$ cat src/rtl/output_packer.sv
// Packs scaled activation vectors into buffer words, compressing each element to
// 2, 4 or 8 bits and issuing one registered write per full or final partial word.
module output_packer #(
    parameter int numElements = 32,
    parameter int elementBits = 8,
    parameter int addrWidth   = 32,
    parameter int countWidth  = 16,
    localparam int wordBits   = numElements * elementBits,
    localparam int wordBytes  = wordBits / 8
) (
    input  logic                  clk,
    input  logic                  nrst,
    input  logic                  start_i,
    input  logic                  clear_i,
    input  logic [3:0]            cfg_out_bits_i,
    input  logic [addrWidth-1:0]  cfg_base_addr_i,
    input  logic [countWidth-1:0] cfg_num_vectors_i,
    input  logic                  valid_i,
    input  logic [wordBits-1:0]   data_i,
    output logic                  ready_o,
    output logic                  wr_en_o,
    output logic [addrWidth-1:0]  wr_addr_o,
    output logic [wordBits-1:0]   wr_data_o,
    output logic                  busy_o,
    output logic                  done_o
);

    typedef enum logic [1:0] {IDLE, RUN, FLUSH, DONE} state_t;

    state_t                state_q, state_d;
    logic [3:0]            width_q, width_d;
    logic [countWidth-1:0] num_q, num_d;
    logic [countWidth-1:0] cnt_q, cnt_d;
    logic [1:0]            slot_q, slot_d;
    logic [wordBits-1:0]   pack_q, pack_d;
    logic [addrWidth-1:0]  addr_q, addr_d;
    logic                  wr_en_q, wr_en_d;
    logic [addrWidth-1:0]  wr_addr_q, wr_addr_d;
    logic [wordBits-1:0]   wr_data_q, wr_data_d;
    logic                  ready_q, ready_d;
    logic                  busy_q, busy_d;
    logic                  done_q, done_d;

    logic [wordBits-1:0]   comp2, comp4, comp8, new_bits, merged;
    logic [1:0]            last_slot;
    logic                  last_vec;

    // Element-wise truncation to the n LSBs for each supported width.
    always_comb begin
        comp2 = '0;
        comp4 = '0;
        comp8 = '0;
        for (int unsigned e = 0; e < numElements; e++) begin
            comp2[e*2 +: 2] = data_i[e*elementBits +: 2];
            comp4[e*4 +: 4] = data_i[e*elementBits +: 4];
            comp8[e*8 +: 8] = data_i[e*elementBits +: 8];
        end
        case (width_q)
            4'd2: begin
                new_bits  = comp2 << (32'(slot_q) * numElements * 2);
                last_slot = 2'd3;
            end
            4'd4: begin
                new_bits  = comp4 << (32'(slot_q) * numElements * 4);
                last_slot = 2'd1;
            end
            default: begin
                new_bits  = comp8;
                last_slot = 2'd0;
            end
        endcase
        merged = pack_q | new_bits;
    end

    always_comb begin
        state_d   = state_q;
        width_d   = width_q;
        num_d     = num_q;
        cnt_d     = cnt_q;
        slot_d    = slot_q;
        pack_d    = pack_q;
        addr_d    = addr_q;
        wr_en_d   = 1'b0;
        wr_addr_d = wr_addr_q;
        wr_data_d = wr_data_q;
        last_vec  = 1'b0;

        case (state_q)
            IDLE: begin
                if (start_i) begin
                    case (cfg_out_bits_i)
                        4'd2:    width_d = 4'd2;
                        4'd4:    width_d = 4'd4;
                        default: width_d = 4'd8;
                    endcase
                    num_d   = cfg_num_vectors_i;
                    addr_d  = cfg_base_addr_i;
                    cnt_d   = '0;
                    slot_d  = '0;
                    pack_d  = '0;
                    state_d = (cfg_num_vectors_i == '0) ? DONE : RUN;
                end
            end
            RUN: begin
                if (valid_i) begin
                    cnt_d    = cnt_q + countWidth'(1);
                    last_vec = (cnt_d == num_q);
                    if (slot_q == last_slot || last_vec) begin
                        wr_en_d   = 1'b1;
                        wr_data_d = merged;
                        wr_addr_d = addr_q;
                        addr_d    = addr_q + addrWidth'(wordBytes);
                        pack_d    = '0;
                        slot_d    = '0;
                    end else begin
                        pack_d = merged;
                        slot_d = slot_q + 2'd1;
                    end
                    if (last_vec) state_d = FLUSH;
                end
            end
            // First FLUSH cycle carries the final write; the second is the idle flush cycle.
            FLUSH: begin
                if (!wr_en_q) state_d = DONE;
            end
            default: state_d = IDLE;
        endcase

        if (clear_i) begin
            state_d = IDLE;
            pack_d  = '0;
            cnt_d   = '0;
            slot_d  = '0;
            wr_en_d = 1'b0;
        end

        ready_d = (state_d == RUN);
        busy_d  = (state_d == RUN) || (state_d == FLUSH);
        done_d  = (state_d == DONE);
    end

    always_ff @(posedge clk or negedge nrst) begin
        if (!nrst) begin
            state_q   <= IDLE;
            width_q   <= '0;
            num_q     <= '0;
            cnt_q     <= '0;
            slot_q    <= '0;
            pack_q    <= '0;
            addr_q    <= '0;
            wr_en_q   <= 1'b0;
            wr_addr_q <= '0;
            wr_data_q <= '0;
            ready_q   <= 1'b0;
            busy_q    <= 1'b0;
            done_q    <= 1'b0;
        end else begin
            state_q   <= state_d;
            width_q   <= width_d;
            num_q     <= num_d;
            cnt_q     <= cnt_d;
            slot_q    <= slot_d;
            pack_q    <= pack_d;
            addr_q    <= addr_d;
            wr_en_q   <= wr_en_d;
            wr_addr_q <= wr_addr_d;
            wr_data_q <= wr_data_d;
            ready_q   <= ready_d;
            busy_q    <= busy_d;
            done_q    <= done_d;
        end
    end

    assign ready_o   = ready_q;
    assign wr_en_o   = wr_en_q;
    assign wr_addr_o = wr_addr_q;
    assign wr_data_o = wr_data_q;
    assign busy_o    = busy_q;
    assign done_o    = done_q;

endmodule

$ cat config.mk
export PLATFORM = sky130hd
export DESIGN_NAME = output_packer
export DESIGN_NICKNAME = d
export VERILOG_FILES = /design/src/rtl/output_packer.sv
export SDC_FILE = /design/constraint.sdc
export NUM_CORES = 1
export LEC_CHECK = 0
export ABC_CLOCK_PERIOD_IN_PS = 5830
export BUFFER_PORTS_ARGS = -buffer_cell sky130_fd_sc_hd__buf_4
export CORE_ASPECT_RATIO = 1.75
export CORE_MARGIN = 10
export CORE_UTILIZATION = 32
export CTS_BUF_LIST = sky130_fd_sc_hd__clkbuf_2 sky130_fd_sc_hd__clkbuf_4 sky130_fd_sc_hd__clkbuf_8
export DETAILED_ROUTE_END_ITERATION = 10
export GPL_ROUTABILITY_DRIVEN = 0
export GPL_TIMING_DRIVEN = 0
export PLACE_DENSITY = 0.57
export SKIP_CTS_REPAIR_TIMING = 1
export SLEW_MARGIN = 20
export SYNTH_ARGS = -nofsm -noshare
export SYNTH_HDL_FRONTEND = slang
export SYNTH_SLANG_ARGS = --single-unit
$ cat constraint.sdc
create_clock -name clk -period 5.83 [get_ports clk]
set_input_delay 1.166 -clock clk [delete_from_list [all_inputs] [get_ports clk]]
set_output_delay 1.166 -clock clk [all_outputs]
set_load 0.05 [all_outputs]
==> results.tsv <==
metric	value	unit
critical path type	reg2reg	
Final Util	41.9	%
Worst slew margin	21.7	%
Storage cell area	0.0155	mm2
Worst Hold Class	in2async	
max_cap viols	0	
die height	417	um
total negative slack	0	ps
fraction of layout cells with a size suffix above 1	29.5	%
Mapped Area	0.0288	mm2
Routed Antenna Nets	0	
FMAX	260	MHz
routed vias/inst	5.69	
dpl cells	4338	
vias	25776	
first-pass GRT wire length	200000	um
CTS tree	built	
die area	0.103	mm2
Final Hold Vio Count	0	
Initial Utilization	32.2	%
Yosys cell types	61	
IO Count	605	
path depth of the worst reg2reg path	11	
Synth Warn #	0	
CP endpoint kind	register	
Crit path required time	6540	ps
Post-Syn Instances	2540	
Worst Tran Pin Value	1170	ps
initial antenna violation count	12	
predominant post-synthesis flop cell	dfrtp_1	
largest net degree at the start of global routing	90	
total global routing overflow	0	
RSZ-0062 raised after global routing	false	
fillers	8918	
Layout area overhead	30.0	%
clk_lat worst skew	810	ps
DR pass1 iterations	6	
final-report setup violation count	0	
CP max FO	10	
status	completed	
Seq cells post-synth	619	
multi-input logic area	0.0122	mm2
vias in the first global route	26444	
clk_skew	50.2	ps
final net count	3582	
number of port buffers	603	
setup ws final	1990	ps
final worst path period need	3840	ps
crit path DAT	4560	ps
startpoint types	register	
FF-to-FF End	pack_q[42]	
register-to-register setup slack	1990	ps
top-area cell type share of the netlist area	53.9	%
GRT Util Overall	27.1	%
Inserted Clock Buffers	101	
EDFF count, synth	0	
register area share after synthesis	53.9	%
worst slack at placement	2030	ps
CORE AREA	0.0893	mm2
top cells by area, synth	dfrtp_1 (54%), mux2_1 (8.6%), a22o_1 (7.8%)	
die width	247	um
DR iter-0 viols	2308	
pins over their slew limit	0	
drt total wl	143000	um
Reg-to-Reg Start	cnt_q[0]	
CTS root buf	clkbuf_8	
crit share post-route	65.9	%
Remaining DRCs	0	
H-Tree Level Count	3	
Post-DP HPWL	108000	um
Pwr Density	383	mW/mm2
maximum clock path buffer count	3	
wire length per cell	31.6	um
share of flip-flops with an asynchronous set or reset	100	%
syn nets	2857	
Post-Layout Cell Count	4530	
clk slew on worst S/H paths	60	ps
Num Clock Sinks	619	
row count	145	
leakage	0.0174	uW
Worst IR Drop VDD	0.233	mV
syn avg cell area	11.3	um2
Yosys top cell by area	dfrtp_1	
-- how the worst max path moves through the flow --
stage               startpoint            end  slack (ps)  depth (start not counted)
floorplan             cnt_q[0]  wr_addr_o[11]        3050                         10
global placement          nrst  wr_data_o[83]       -3770                          1
detailed placement    cnt_q[0]    pack_q[130]        2030                         11
CTS                   cnt_q[0]     pack_q[73]        1960                         11
global route          cnt_q[0]     pack_q[42]        1720                         11
finish                cnt_q[0]     pack_q[42]        1990                         11
-- state kept, by name, indices dropped and copies added (netlist names) --
signal	count
pack_q	256
busy_o	1
width_q	3
wr_addr_o	32
wr_data_o	256
done_o	1
ready_o	1
num_q	16
addr_q	32
state_q	2
wr_en_o	1
slot_q	2
cnt_q	16
-- through the flow --
step | hold WS, ps | power [uW] | instance area (um2)
finish | 338 | 14300 | 37400
global route | 333 | 14800 | 37400
CTS | 286 | 14400 | 37300
detailed placement | 468 | 10100 | 35100
global placement | 460 | 10000 | 34700
floorplan | 454 | 8060 | 28800
-- where the power goes --
group	internal [uW]	switching [uW]	total [uW]
Combinational	1390	3300	4690
Sequential	4900	388	5290
Clock	2360	1970	4340
Total	8660	5660	14300
-- metal layers --
metal / up-vias / track usage, % / routed length, um
met1: 13195 / 31.0 / 53300
li1: 10994 / - / -
met3: 302 / 7.24 / 12300
met4: 6 / 14.1 / 7570
met5: - / 0 / 41
met2: 1279 / 45.5 / 70000
-- cell type report --
cell class	count	share of cell area, %
sequential	619	41.5
multi-input combinational	1696	32.5
timing repair buffer	622	12.9
clock buffer	164	5.61
tap	1176	3.94
buffer	203	2.86
clock inverter	19	0.465
inverter	22	0.221
antenna	9	0.0603
-- kinds of logic (layout without fill, tap and decap cells) --
family                   count (synthesis)  after routing  share of synthesized area [%]
buffers and inverters                  225           1030                           3.99
XOR/XNOR                                24             24                          0.731
flip-flops                             619            619                           53.9
adder cells (fa/ha/maj)                  4              4                          0.174
AND/OR/NAND/NOR                        564            564                           8.32
multiplexers                           315            315                           12.3
other                                    0              9                              0
AO/OA/AOI/OAI                          789            789                           20.6
-- critical path, cell delays in order, from the launching register on --
cell     delay, ps
dfrtp_1        470
ha_1           310
nand4_1        260
nor4_1         600
xnor2_1        150
nand4_2        170
nor3_2         110
nor3_1         420
buf_2          520
buf_6          330
buf_6          220
a22o_1         150
-- synth_stat cells, drive strengths merged (4+ instances only) --
master   number
a21oi       156
a221o         5
a221oi      127
a22o        256
a22oi       141
a31oi         5
and3          8
buf          72
clkbuf      131
dfrtp       619
ha            4
inv          22
mux2        312
nand2       421
nand2b       14
nand3        20
nand4         9
nor2         39
nor2b         5
nor3         16
nor4         15
o211ai        7
o21ai        54
o22ai         7
o2bb2ai       7
o31ai         6
or3           4
xnor2        15
xor2          9
-- cells in the final DEF (no fill, tap or decap), types with 22 or more instances in the layout --
master,n
buf_2,36
mux2_2,92
mux2_1,220
clkbuf_1,126
a221oi_1,127
buf_6,36
nand2_1,421
nor2_1,38
clkbuf_4,26
a21oi_1,155
dfrtp_1,619
a22oi_1,141
o21ai_0,53
buf_4,609
clkbuf_8,138
a22o_1,256
inv_1,22
No activity file was read; power rests on OpenSTA's default activity.
